<file path="config.mk">
export PLATFORM = sky130hd
export DESIGN_NAME = fixed_pos_packer_flat
export DESIGN_NICKNAME = d
export VERILOG_FILES = /design/src/rtl/fixed_pos_packer_if.sv /design/src/rtl/fixed_pos_packer.sv /design/src/flat_wrapper.sv
export SDC_FILE = /design/constraint.sdc
export NUM_CORES = 1
export LEC_CHECK = 0
export CELL_PAD_IN_SITES_DETAIL_PLACEMENT = 1
export CELL_PAD_IN_SITES_GLOBAL_PLACEMENT = 1
export CORE_MARGIN = 5
export CORE_UTILIZATION = 36
export CTS_CLUSTER_DIAMETER = 150
export DETAILED_ROUTE_END_ITERATION = 10
export GPL_ROUTABILITY_DRIVEN = 0
export PLACE_DENSITY = 0.79
export SYNTH_ARGS = -nofsm -noshare
export SYNTH_HDL_FRONTEND = slang
export SYNTH_SLANG_ARGS = --single-unit
</file>
<file path="constraint.sdc">
create_clock -name clk -period 2.51 [get_ports clk]
set_clock_uncertainty 0.05 [all_clocks]
set_input_delay 0.502 -clock clk [delete_from_list [all_inputs] [get_ports clk]]
set_output_delay 0.502 -clock clk [all_outputs]
set_load 0.02 [all_outputs]
</file>
<file path="src/rtl/fixed_pos_packer_if.sv">
// rtl/fixed_pos_packer_if.sv - packed position output stream towards the fixed2float stage
interface fixed_pos_packer_if;
    logic        out_valid;
    logic        out_ready;
    logic [31:0] out_x;
    logic [31:0] out_y;
    logic [31:0] out_z;
    logic        out_last;

    modport master (
        output out_valid,
        output out_x,
        output out_y,
        output out_z,
        output out_last,
        input  out_ready
    );

    modport slave (
        input  out_valid,
        input  out_x,
        input  out_y,
        input  out_z,
        input  out_last,
        output out_ready
    );
endinterface

</file>
<file path="src/rtl/fixed_pos_packer.sv">
// rtl/fixed_pos_packer.sv - fetch cell positions and pack cell id + fraction per axis (optional POS_PACK_OFFSET_CHECK_EN)
module fixed_pos_packer #(
    parameter int CELL_ID_WIDTH = 3,
    parameter int FRAC_WIDTH    = 29,
    parameter int ADDR_WIDTH    = 7
) (
    input  logic                      clk,
    input  logic                      rst_n,
    input  logic                      start,
    input  logic [1:0]                cell_off_x,
    input  logic [1:0]                cell_off_y,
    input  logic [1:0]                cell_off_z,
    input  logic [ADDR_WIDTH:0]       num_particles,
    output logic                      mem_rd_en,
    output logic [ADDR_WIDTH-1:0]     mem_addr,
    input  logic [3*FRAC_WIDTH-1:0]   mem_rdata,
    fixed_pos_packer_if.master        pos,
    output logic                      busy,
    output logic                      done,
    output logic                      err
);

    localparam int ENTRY_W = 1 + 3 * 32;

    typedef enum logic [1:0] {IDLE, FETCH, DRAIN} state_t;

    state_t                state;
    logic [1:0]            off_x_q;
    logic [1:0]            off_y_q;
    logic [1:0]            off_z_q;
    logic [ADDR_WIDTH:0]   count_q;
    logic                  rd_valid;
    logic                  rd_last;
    logic [ENTRY_W-1:0]    fifo_mem [2];
    logic                  wr_ptr;
    logic                  rd_ptr;
    logic [1:0]            occ;
    logic                  push;
    logic                  pop;
    logic                  last_read;
    logic                  bad_offset;

    // Cell id is the neighbour offset plus one, wrapping in CELL_ID_WIDTH bits.
    function automatic logic [31:0] pack(input logic [1:0] off, input logic [FRAC_WIDTH-1:0] frac);
        logic [CELL_ID_WIDTH-1:0] cid;
        cid = CELL_ID_WIDTH'(off) + CELL_ID_WIDTH'(1);
        return 32'({cid, frac});
    endfunction

`ifdef POS_PACK_OFFSET_CHECK_EN
    assign bad_offset = (cell_off_x == 2'd3) || (cell_off_y == 2'd3) || (cell_off_z == 2'd3);
`else
    assign bad_offset = 1'b0;
`endif

    assign pop           = pos.out_valid & pos.out_ready;
    assign push          = rd_valid;
    assign pos.out_valid = (occ != 2'd0);
    assign {pos.out_last, pos.out_z, pos.out_y, pos.out_x} = fifo_mem[rd_ptr];
    assign busy          = (state != IDLE);
    assign last_read     = ({1'b0, mem_addr} == (count_q - {{ADDR_WIDTH{1'b0}}, 1'b1}));

    // A read may go out only if its data is guaranteed a FIFO slot; a same-cycle pop frees one.
    assign mem_rd_en = (state == FETCH) &&
                       (({1'b0, occ} + {2'b00, rd_valid} - {2'b00, pop}) < 3'd2);

    // Cell sequencing: capture the request, issue reads, wait for the last beat to leave.
    always_ff @(posedge clk or negedge rst_n) begin
        if (!rst_n) begin
            state    <= IDLE;
            mem_addr <= '0;
            off_x_q  <= '0;
            off_y_q  <= '0;
            off_z_q  <= '0;
            count_q  <= '0;
            rd_valid <= 1'b0;
            rd_last  <= 1'b0;
            done     <= 1'b0;
        end else begin
            done     <= 1'b0;
            rd_valid <= mem_rd_en;
            rd_last  <= mem_rd_en && last_read;
            if (mem_rd_en) begin
                mem_addr <= mem_addr + ADDR_WIDTH'(1);
            end
            case (state)
                IDLE: begin
                    if (start && !bad_offset) begin
                        off_x_q  <= cell_off_x;
                        off_y_q  <= cell_off_y;
                        off_z_q  <= cell_off_z;
                        count_q  <= num_particles;
                        mem_addr <= '0;
                        if (num_particles == '0) begin
                            done <= 1'b1;
                        end else begin
                            state <= FETCH;
                        end
                    end
                end
                FETCH: begin
                    if (mem_rd_en && last_read) begin
                        state <= DRAIN;
                    end
                end
                DRAIN: begin
                    if (pop && pos.out_last) begin
                        state <= IDLE;
                        done  <= 1'b1;
                    end
                end
                default: state <= IDLE;
            endcase
        end
    end

    // Two-entry output FIFO; returning read data is packed as it is written.
    always_ff @(posedge clk or negedge rst_n) begin
        if (!rst_n) begin
            for (int i = 0; i < 2; i++) begin
                fifo_mem[i] <= '0;
            end
            wr_ptr <= 1'b0;
            rd_ptr <= 1'b0;
            occ    <= 2'd0;
        end else begin
            if (push) begin
                fifo_mem[wr_ptr] <= {rd_last,
                                     pack(off_z_q, mem_rdata[3*FRAC_WIDTH-1:2*FRAC_WIDTH]),
                                     pack(off_y_q, mem_rdata[2*FRAC_WIDTH-1:FRAC_WIDTH]),
                                     pack(off_x_q, mem_rdata[FRAC_WIDTH-1:0])};
                wr_ptr <= ~wr_ptr;
            end
            if (pop) begin
                rd_ptr <= ~rd_ptr;
            end
            case ({push, pop})
                2'b10:   occ <= occ + 2'd1;
                2'b01:   occ <= occ - 2'd1;
                default: occ <= occ;
            endcase
        end
    end

`ifdef POS_PACK_OFFSET_CHECK_EN
    // Flag a start rejected because one of its offsets names a nonexistent neighbour.
    always_ff @(posedge clk or negedge rst_n) begin
        if (!rst_n) begin
            err <= 1'b0;
        end else begin
            err <= (state == IDLE) && start && bad_offset;
        end
    end
`else
    assign err = 1'b0;
`endif

endmodule

</file>
<file path="src/flat_wrapper.sv">
// flat-port wrapper written by rule: the top's interface ports become plain ports
module fixed_pos_packer_flat 
#(
    parameter int CELL_ID_WIDTH = 3,
    parameter int FRAC_WIDTH    = 29,
    parameter int ADDR_WIDTH    = 7
)
  (clk, rst_n, start, cell_off_x, cell_off_y, cell_off_z, num_particles, mem_rd_en, mem_addr, mem_rdata, busy, done, err, pos_out_valid, pos_out_x, pos_out_y, pos_out_z, pos_out_last, pos_out_ready);
  fixed_pos_packer_if pos_i ();
  input  logic clk;
  input  logic rst_n;
  input  logic start;
  input  logic [1:0] cell_off_x;
  input  logic [1:0] cell_off_y;
  input  logic [1:0] cell_off_z;
  input  logic [ADDR_WIDTH:0] num_particles;
  output logic mem_rd_en;
  output logic [ADDR_WIDTH-1:0] mem_addr;
  input  logic [3*FRAC_WIDTH-1:0] mem_rdata;
  output logic busy;
  output logic done;
  output logic err;
  output wire logic [$bits(pos_i.out_valid)-1:0] pos_out_valid;
  output wire logic [$bits(pos_i.out_x)-1:0] pos_out_x;
  output wire logic [$bits(pos_i.out_y)-1:0] pos_out_y;
  output wire logic [$bits(pos_i.out_z)-1:0] pos_out_z;
  output wire logic [$bits(pos_i.out_last)-1:0] pos_out_last;
  input wire logic [$bits(pos_i.out_ready)-1:0] pos_out_ready;
  assign pos_out_valid = pos_i.out_valid;
  assign pos_out_x = pos_i.out_x;
  assign pos_out_y = pos_i.out_y;
  assign pos_out_z = pos_i.out_z;
  assign pos_out_last = pos_i.out_last;
  assign pos_i.out_ready = pos_out_ready;
  fixed_pos_packer #(.CELL_ID_WIDTH(CELL_ID_WIDTH), .FRAC_WIDTH(FRAC_WIDTH), .ADDR_WIDTH(ADDR_WIDTH)) u_core (.clk(clk), .rst_n(rst_n), .start(start), .cell_off_x(cell_off_x), .cell_off_y(cell_off_y), .cell_off_z(cell_off_z), .num_particles(num_particles), .mem_rd_en(mem_rd_en), .mem_addr(mem_addr), .mem_rdata(mem_rdata), .pos(pos_i), .busy(busy), .done(done), .err(err));
endmodule
</file>
==> key figures, run 1 <==
Outcome
  • Status: finished with violations
  • Failing checks: negative setup slack

Layout
  • Final Util: 0.488
  • Register area: 5610 sq um
  • Finished Cell Area: 13200 sq um
  • Fraction of layout cells with a size suffix above 1: 0.319
  • Fillers: 2926
  • Ant diodes: 0
  • Multi-input logic area: 4140 sq um
  • Final net count: 1206
  • Synth-to-layout area growth: 33.5%
  • Post-Layout Cell Count: 1451

Floorplanning
  • IO Count: 214
  • Cell row count: 60
  • Chip Height: 176 um
  • Die X: 176 um
  • DIE AREA: a little over 30000 sq um
  • Initial core utilization: 0.366
  • Core Region: 27000 sq um

Setup path
  • CP Capture Type: output port
  • Crit path capture: mem_rd_en
  • CP required: 1.96 ns
  • Critical path launch point type: flip-flop
  • R2R Path End: u_core.mem_addr[6]
  • RR Startpoint: u_core.occ[0]
  • Worst R2R Setup Slack: 0.07 ns
  • Worst Path Class, Setup: reg -> out
  • Critical Path AT: ~2.2 ns
  • CP Max Fanout: 6
  • Crit path from: u_core.occ[0]
  • R2R depth: 10

Drt
  • Final ANT Viol Nets: 0
  • 1st-pass router iterations: 4
  • DR WL/cell: 18.8 um
  • Routed Wire Length: 27.3 mm
  • Vias: 7210
  • Iteration-0 DRC Markers: 312
  • DRC errors left: 0
  • DR vias/cell: roughly 5.0

Clock network
  • Clk root buf: clkbuf_16
  • # H-tree levels: 1
  • CTS buffer count: 25
  • Clock latency on the worst-skew pair: around 0.51 ns
  • Clock sinks: 224
  • Clock Pin Slew Worst Setup and Hold Paths: 0.06 ns
  • TritonCTS clock tree: done
  • Maximum buffer depth of the clock tree: 3

Power
  • PwrDens: 1510 nW/um^2
  • Static Leakage: 6.22 nW
  • Worst IR Drop VDD: approximately 800 uV

STA
  • Tcrit/Tclk final: 1.08
  • Hold Fails Final Rpt: 0
  • RSZ-0062 raised after global routing: true
  • Final setup fails: 1
  • Max Slew Vio Count: 0
  • WHS: 0.420 ns
  • Fmax: 369 MHz
  • PnR worst setup slack: -0.196 ns
  • Period minus WS final: 2.71 ns

Place
  • Pre-CTS setup slack: -0.861 ns
  • DP Cell Count: 1400
  • Post-DP Area: around 13000 sq um
  • HPWL Detailed: 17.8 mm
  • PortBufs: roughly 210

Global route
  • Initial antenna violation count: 1
  • Largest net degree at the start of global routing: 67
  • Gr ovfl total: 0
  • Global-route wire length before repair: 44.0 mm
  • Total track usage: 0.173
  • Vias in the first global route: 8283

Worst hold path
  • Worst min path class: reg -> reg
  • Worst hold path startpoint: u_core.fifo_mem[159]

Logic synthesis
  • Mapped cell area: between 9000 and 10000 sq um
  • Mapped Cells: 869
  • Post-Syn Nets: 980
  • Register area share after synthesis: 0.567
  • Yosys top cell area share: 0.567
  • Largest cells by area after synthesis: dfrtp_1, mux2_2, nand2_1
  • Yosys cell types: 40
  • Ys Warns: 0
  • Dominant cell type by area after synthesis: dfrtp_1
  • Avg Synthesized Cell Area: 11.4 sq um
  • Seq cells post-synth: about 220

Flow run
  • Max Cap Viol: 0
[repair_timing]
item	4_1_cts	5_1_grt
setup buffers	4	2
hold buffers	1	0
resized for setup	263	64
setup endpoints to repair	102	71
hold endpoints to repair	49	0
pin swaps	3	2
gates cloned	2	3
[layout make-up]
cell class / instances / share of cell area
flip-flops and latches: 224 / 0.425
multi-input cells: 594 / 0.314
repair buffers: 245 / 0.170
clock buffers: 38 / 0.0556
well taps: 341 / 0.0323
clock inverters: 4 / 0.00180
inverters: 5 / 0.00142
[synthesized netlist by cell type]
cell type and n:
buf_4 1, mux2_2 194, o21bai_1 1, nor4_1 3
ha_1 5, a2111oi_4 1, nand3b_1 1, dfrtp_1 224
a211oi_1 2, nor3_1 2, or2_2 2, conb_1 1
xnor2_1 6, a31oi_1 1, o211a_1 1, o31a_1 1
nand2b_1 5, inv_1 5, or2_1 1, nor4_2 1
and3_1 3, fa_1 1, and4_1 1, nand2_1 301
nor2_1 11, and4b_1 1, a2111oi_0 1, xor2_1 11
nand4_1 4, nor3b_4 1, or3_1 2, buf_2 4
clkbuf_1 41, o21ai_0 10, mux2i_1 1, o21ai_1 1
nor2b_1 1, nor3b_1 2, mux2_1 9, a21oi_1 5
[kinds of logic (layout without fill, tap and decap cells)]
group	Yosys count	in the layout	synth area share
other	1	1	0.000379
AO/OA/AOI/OAI	24	24	0.0166
multiplexers	204	204	0.232
adder cells (fa/ha/maj)	6	6	0.00835
XOR/XNOR	17	17	0.0151
flip-flops	224	224	0.567
AND/OR/NAND/NOR	342	342	0.140
buffers and inverters	51	292	0.0203
[placed cells by master (no fill, tap or decap), drive strengths merged]
| master | count |
|---|---|
| a2111oi | 2 |
| a211oi | 2 |
| a21oi | 5 |
| a31oi | 1 |
| and3 | 3 |
| and4 | 1 |
| and4b | 1 |
| buf | 87 |
| clkbuf | 55 |
| clkdlybuf4s15 | 5 |
| clkdlybuf4s50 | 111 |
| clkinv | 3 |
| conb | 1 |
| dfrtp | 224 |
| dlygate4sd2 | 24 |
| dlygate4sd3 | 1 |
| fa | 1 |
| ha | 5 |
| inv | 6 |
| mux2 | 203 |
| mux2i | 1 |
| nand2 | 301 |
| nand2b | 5 |
| nand3b | 1 |
| nand4 | 4 |
| nor2 | 11 |
| nor2b | 1 |
| nor3 | 2 |
| nor3b | 3 |
| nor4 | 4 |
| o211a | 1 |
| o21ai | 11 |
| o21bai | 1 |
| o31a | 1 |
| or2 | 3 |
| or3 | 2 |
| xnor2 | 6 |
| xor2 | 11 |
[metrics by stage]
step	power (mW)	TNS, ns
after floorplan	12.7	-0.166
after global placement	16.9	-4.38
after detailed placement	17.3	-5.13
after CTS	20.5	-0.251
after global routing	21.4	-0.429
final	20.0	-0.196
[critical path, cell delays in order, from the launching register on]
cell and delay, ns:
dfrtp_2 0.45, nor2_4 0.11, a21oi_2 0.05, nand2b_4 0.14, fa_2 0.35, xor2_2 0.17, nor3b_4 0.22, buf_6 0.15
[state kept, by name, indices dropped and copies added, names as in the netlist]
register         count
u_core.state         2
u_core.rd_last       1
u_core.off_y_q       2
u_core.wr_ptr        1
u_core.rd_ptr        1
u_core.fifo_mem    194
u_core.off_x_q       2
u_core.occ           2
u_core.count_q       8
u_core.off_z_q       2
u_core.done          1
u_core.push          1
u_core.mem_addr      7
[layer usage]
layer / routed length [um] / GRT usage / vias up
li1: - / - / 3345
met1: 12000 / 0.223 / 3660
met2: 13100 / 0.293 / 176
met3: 1800 / 0.0493 / 27
met4: 361 / 0.0348 / 2
met5: 13 / 0 / -
[worst min path at each step]
stage / end / slack, ns / cells past startpoint
finish: u_core.fifo_mem[159] / 0.42 / 2
global route: u_core.fifo_mem[137] / 0.45 / 2
CTS: u_core.fifo_mem[159] / 0.42 / 2
detailed placement: u_core.fifo_mem[159] / 0.41 / 2
global placement: u_core.fifo_mem[148] / 0.40 / 2
floorplan: u_core.count_q[0] / 0.16 / 0
[power breakdown]
part	internal [mW]	leakage (nW)	switching [mW]	total [mW]
Clock	2.00	0.376	1.43	3.43
Sequential	5.41	2.70	1.07	6.48
Combinational	4.64	3.14	5.40	10.0
No activity file was read; power rests on OpenSTA's default activity.
==> run 2, diff against run 1 <==
==> constraint.sdc (replaced) <==
create_clock -name clk -period 2.3 [get_ports clk]
set_clock_uncertainty 0.05 [all_clocks]
set_input_delay 0.46 -clock clk [delete_from_list [all_inputs] [get_ports clk]]
set_output_delay 0.46 -clock clk [all_outputs]
set_load 0.02 [all_outputs]
==> run 2 against run 1 <==
The flow still finishes with violations (negative setup slack). Final area grew 9.2%. First-iteration DRC count grew 23%. Core utilization grew 4.5 points. Sequential share of layout area shrank 3.6 points. Worst setup slack lost 0.16 ns. Routed wire length grew 5.5%. Worst hold slack lost 0.033 ns. Sequential power grew 9.4%. Global-route usage grew 1.1 points. Combinational power grew 42%. Critical path type unchanged. Highest routed layer is now met4.
==> key figures, run 2 (synthesis gave the netlist of run 1 again) <==
Outcome
  • Status: finished with violations
  • Failing checks: negative setup slack

Floorplanning
  • Initial core utilization: 0.366
  • Die X: about 180 um
  • IO Count: 214
  • Cell row count: 60
  • DIE AREA: 30900 sq um
  • Chip Height: 176 um
  • Core Region: 27000 sq um

Drt
  • DRC errors left: 0
  • Vias: 7342
  • DR vias/cell: a little under 5
  • Routed Wire Length: 28.8 mm
  • Final ANT Viol Nets: 0
  • 1st-pass router iterations: 4
  • Iteration-0 DRC Markers: 384
  • DR WL/cell: 19.4 um

Setup path
  • Crit path cell chain: nand2_4, nor2_4, a21oi_2, nand2b_4, fa_2, nor3b_4, buf_6
  • Critical path launch point type: flip-flop
  • Worst R2R Setup Slack: -0.20 ns
  • CP required: ~1.8 ns
  • CP Max Fanout: 2
  • CP Capture Type: output port
  • Worst Path Class, Setup: reg -> out
  • Max stage delay on crit path: 0.51 ns
  • Critical Path AT: 2.14 ns
  • Slowest-stage cell, CP: fa_2

STA
  • Max Slew Vio Count: 0
  • WHS: between 0.3 and 0.4 ns
  • Setup TNS: -12.35 ns
  • RSZ-0062 raised after global routing: true
  • Tcrit/Tclk final: 1.15
  • Fmax: 377 MHz
  • Period minus WS final: 2.65 ns
  • Rel. slew slack: 0.634
  • Hold Fails Final Rpt: 0
  • Worst slew pin tran: 0.548 ns
  • Final setup fails: between 100 and 150
  • PnR worst setup slack: -0.355 ns

Place
  • HPWL Detailed: about 17 mm
  • PortBufs: 212
  • DP Cell Count: 1400

Layout
  • Fraction of layout cells with a size suffix above 1: 0.363
  • Most common cell after layout, fill and taps aside: nand2_1
  • Regs by FF count: u_core.fifo_mem (194), u_core.count_q (8), u_core.mem_addr (7)
  • Post-Layout Cell Count: 1486
  • Final net count: 1239
  • Synth-to-layout area growth: 45.8%
  • Max FFs per register: 194
  • Most frequent cells in the layout: nand2_1, dfrtp_1, mux2_2
  • Ant diodes: 0
  • Most flops, register: u_core.fifo_mem

Power
  • Static Leakage: 6.77 nW
  • P_int: 16.1 mW
  • Clock Power Share: 0.165
  • Worst IR Drop VDD: about 860 uV
  • Net Sw Frac: 0.369
  • PwrDens: 1760 nW/um^2
  • NetSw: between 9 and 10 mW
  • Register share of total power: 0.279
  • Tot Pwr: 25.4 mW
  • Comb power frac: 0.557

Clock network
  • Clock sinks: 224
  • # H-tree levels: 1
  • TritonCTS clock tree: done
  • Clk root buf: clkbuf_16
  • Clock latency on the worst-skew pair: 0.52 ns
  • Clock Pin Slew Worst Setup and Hold Paths: 0.05 ns
  • CTS buffer count: 27
  • Maximum buffer depth of the clock tree: 3

Global route
  • Global-route wire length before repair: 46.5 mm
  • Total track usage: 0.184
  • Gr ovfl total: 0
  • Vias in the first global route: around 8.5k
  • Largest net degree at the start of global routing: 56
  • Initial antenna violation count: 0

Worst hold path
  • Worst min path class: in -> async

Flow run
  • Max Cap Viol: 0
run 2: critical path, delay by kind of cell (launching register included):
family	cells	cell delay [ns]
simple gates	4	0.53
fa+ha+maj	1	0.51
flops	1	0.38
buf+inv	1	0.15
compound gates	1	0.05
run 2: path summary, 6_finish.rpt:
check,from,cells past startpoint,to
max,u_core.occ[1],7,mem_rd_en
min,rst_n,2,u_core.fifo_mem[23]
max reg2reg,u_core.occ[1],12,u_core.state[0]
min reg2reg,u_core.fifo_mem[183],2,u_core.fifo_mem[183]
max in group asynchronous,rst_n,3,u_core.occ[1]
min in group clk,pos_out_ready,2,u_core.occ[1]
run 2: cell type report:
class	count	area, sq um
fill	2779	12600
sequential	224	5610
multi-input combinational	594	4250
timing repair buffer	276	3250
clock buffer	40	785
tap	341	427
clock inverter	6	82.6
inverter	5	18.8
run 2: stage by stage:
| stage | cell area (sq um) | util | setup WS [ns] |
|---|---|---|---|
| after floorplan | 9920 | - | -0.270 |
| after global placement | 12600 | 0.467 | -0.993 |
| after detailed placement | 12600 | 0.467 | -1.04 |
| after CTS | 14200 | 0.524 | -0.409 |
| after global routing | 14400 | 0.533 | -0.476 |
| final | 14400 | 0.533 | -0.355 |
run 2: timing repair:
item | in CTS | in global routing
gates cloned | 12 | 2
pin swaps | 5 | 7
setup buffers | 24 | 11
endpoints found under the setup margin | 106 | 109
resized for setup | 579 | 86
endpoints found under the hold margin | 38 | 0
hold buffers | 1 | 0
run 2: power groups by stage:
stage	combinational, mW	clock, mW	sequential, mW
2_1_floorplan	7.15	0	6.74
3_3_place_gp	11.5	0	6.93
3_5_place_dp	11.7	0	7.08
4_1_cts	13.6	4.28	7.05
5_1_grt	15.2	4.48	7.31
6_report	14.2	4.19	7.09
run 2: metal layers:
layer  global-route usage  share of wire  up-vias
met1                0.236           0.43     3724
met2                0.323           0.49      176
met5                    0              0        -
met4               0.0315          0.014        0
met3               0.0448          0.063       34
li1                     -              -     3408
==> run 3, diff against run 2 <==
--- a/config.mk
+++ b/config.mk
@@ -5,13 +5,12 @@
 export SDC_FILE = /design/constraint.sdc
 export NUM_CORES = 1
 export LEC_CHECK = 0
-export CELL_PAD_IN_SITES_DETAIL_PLACEMENT = 1
-export CELL_PAD_IN_SITES_GLOBAL_PLACEMENT = 1
 export CORE_MARGIN = 5
-export CORE_UTILIZATION = 36
+export CORE_UTILIZATION = 46
 export CTS_CLUSTER_DIAMETER = 150
 export DETAILED_ROUTE_END_ITERATION = 10
 export GPL_ROUTABILITY_DRIVEN = 0
+export GPL_TIMING_DRIVEN = 0
 export PLACE_DENSITY = 0.79
 export SYNTH_ARGS = -nofsm -noshare
 export SYNTH_HDL_FRONTEND = slang
==> run 3 against run 2 <==
The flow still finishes with violations (negative setup slack). Sequential share of layout area increased by 2.4 points. Largest power group unchanged. Flip-flop and latch count stayed put. Routed wire length shrank 12%.
==> key figures, run 3 (synthesis gave the netlist of run 1 again) <==
Setup path
  • Critical Path AT: around 2.2 ns
  • Critical path launch point type: flip-flop
  • CP Max Fanout: 2
  • Worst Path Class, Setup: reg -> out
  • CP required: 1.79 ns
  • CP Capture Type: output port

Power
  • Net Sw Frac: 0.379
  • PwrDens: ~1700 nW/um^2
  • Comb power frac: 0.520
  • P_int: 14.2 mW
  • Static Leakage: 6.43 nW
  • Tot Pwr: 22.9 mW
  • Register share of total power: 0.306
  • Worst IR Drop VDD: 1060 uV
  • NetSw: 8.68 mW
  • Clock Power Share: 0.174

Floorplanning
  • Core Region: 21100 sq um
  • Cell row count: 53
  • Initial core utilization: 0.469
  • Die X: 157 um
  • IO Count: 214
  • Chip Height: 157 um
  • DIE AREA: approximately 25000 sq um

Layout
  • Most frequent cells in the layout: nand2_1, dfrtp_1, mux2_2
  • Finished Cell Area: 13600 sq um
  • Final net count: 1242
  • Max FFs per register: just under 200
  • Most flops, register: u_core.fifo_mem
  • Synth-to-layout area growth: 37.2%
  • Final Util: 0.643
  • Ant diodes: 0
  • Most common cell after layout, fill and taps aside: nand2_1
  • Regs by FF count: u_core.fifo_mem (194), u_core.count_q (8), u_core.mem_addr (7)
  • Fraction of layout cells with a size suffix above 1: 0.340
  • Post-Layout Cell Count: ~1.4k
  • Fillers: 1660

Global route
  • Global-route wire length before repair: between 40 and 50 mm
  • Initial antenna violation count: 3
  • Vias in the first global route: 7774
  • Gr ovfl total: 0
  • Largest net degree at the start of global routing: 121
  • Total track usage: 0.203

Drt
  • Iteration-0 DRC Markers: 295
  • Vias: between 7k and 8k
  • Final ANT Viol Nets: 0
  • 1st-pass router iterations: 6
  • Routed Wire Length: 25.3 mm
  • DR vias/cell: 5.07
  • DRC errors left: 0
  • DR WL/cell: 17.7 um

STA
  • PnR worst setup slack: -0.371 ns
  • Final setup fails: 52
  • Fmax: 374 MHz
  • Tcrit/Tclk final: 1.16
  • Period minus WS final: ~2.7 ns
  • WHS: 0.372 ns
  • Worst slew pin tran: 0.777 ns
  • RSZ-0062 raised after global routing: true
  • Hold Fails Final Rpt: 0
  • Setup TNS: -2.30 ns
  • Max Slew Vio Count: 0
  • Rel. slew slack: 0.482

Clock network
  • CTS buffer count: 25
  • Maximum buffer depth of the clock tree: 3
  • # H-tree levels: 1
  • Clock latency on the worst-skew pair: 0.51 ns
  • Clock sinks: about 220
  • Clk root buf: clkbuf_16
  • Clock Pin Slew Worst Setup and Hold Paths: around 0.06 ns
  • TritonCTS clock tree: done

Place
  • DP Cell Count: 1357
  • PortBufs: 212
  • HPWL Detailed: 17.2 mm
  • Post-DP Area: about 12000 sq um
  • Pre-CTS setup slack: -1.36 ns

Outcome
  • Status: finished with violations
  • Failing checks: negative setup slack

Flow run
  • Max Cap Viol: 0

Worst hold path
  • Worst min path class: in -> reg
-- run 3: timing repair --
action / CTS / global route
resized for setup: 484 / 83
hold endpoints to repair: 104 / 0
gates cloned: 3 / 5
pin swaps: 3 / 1
hold buffers: 1 / 0
endpoints found under the setup margin: 179 / 99
buffers inserted: 12 / 6
-- run 3: per-layer routing --
metal | global-route usage | share of wire | vias up
met2 | 0.338 | 0.48 | 190
met5 | 0 | 0.0019 | -
met3 | 0.0467 | 0.069 | 39
met4 | 0.0455 | 0.015 | 6
met1 | 0.274 | 0.44 | 3579
li1 | - | - | 3410
-- run 3: critical path, stage by stage (launching register included) --
cell and delay (ns):
dfrtp_2 0.43, nor2_4 0.12, a21oi_2 0.05, nand2b_4 0.14
fa_2 0.53, nor3b_4 0.24, buf_6 0.15
-- run 3: path summary, 6_finish.rpt --
path,start,end,slack (ns),cells past startpoint
max,u_core.occ[0],mem_rd_en,-0.37,6
min,pos_out_ready,u_core.occ[1],0.37,2
max reg2reg,u_core.occ[0],u_core.mem_addr[6],-0.17,9
min reg2reg,u_core.fifo_mem[102],u_core.fifo_mem[102],0.42,2
max in group asynchronous,rst_n,u_core.count_q[3],0.58,3
min in group asynchronous,rst_n,u_core.fifo_mem[40],0.56,2
-- run 3: layout make-up --
type	count	area (sq um)	share of cell area
clock inverters	7	88.8	0.00655
flip-flops and latches	224	5610	0.414
clock buffers	39	738	0.0544
repair buffers	238	2260	0.166
plain buffers	43	358	0.0264
inverters	5	18.8	0.00138
multi-input cells	594	4150	0.306
well taps	275	344	0.0254
-- run 3: power groups by stage --
stage,registers (mW),logic [mW],clock network [mW]
after floorplan,6.74,7.15,0
after global placement,6.93,11.3,0
after detailed placement,7.02,11.5,0
after CTS,7.00,11.3,4.08
after global routing,7.25,12.9,4.27
final,7.03,11.9,3.98
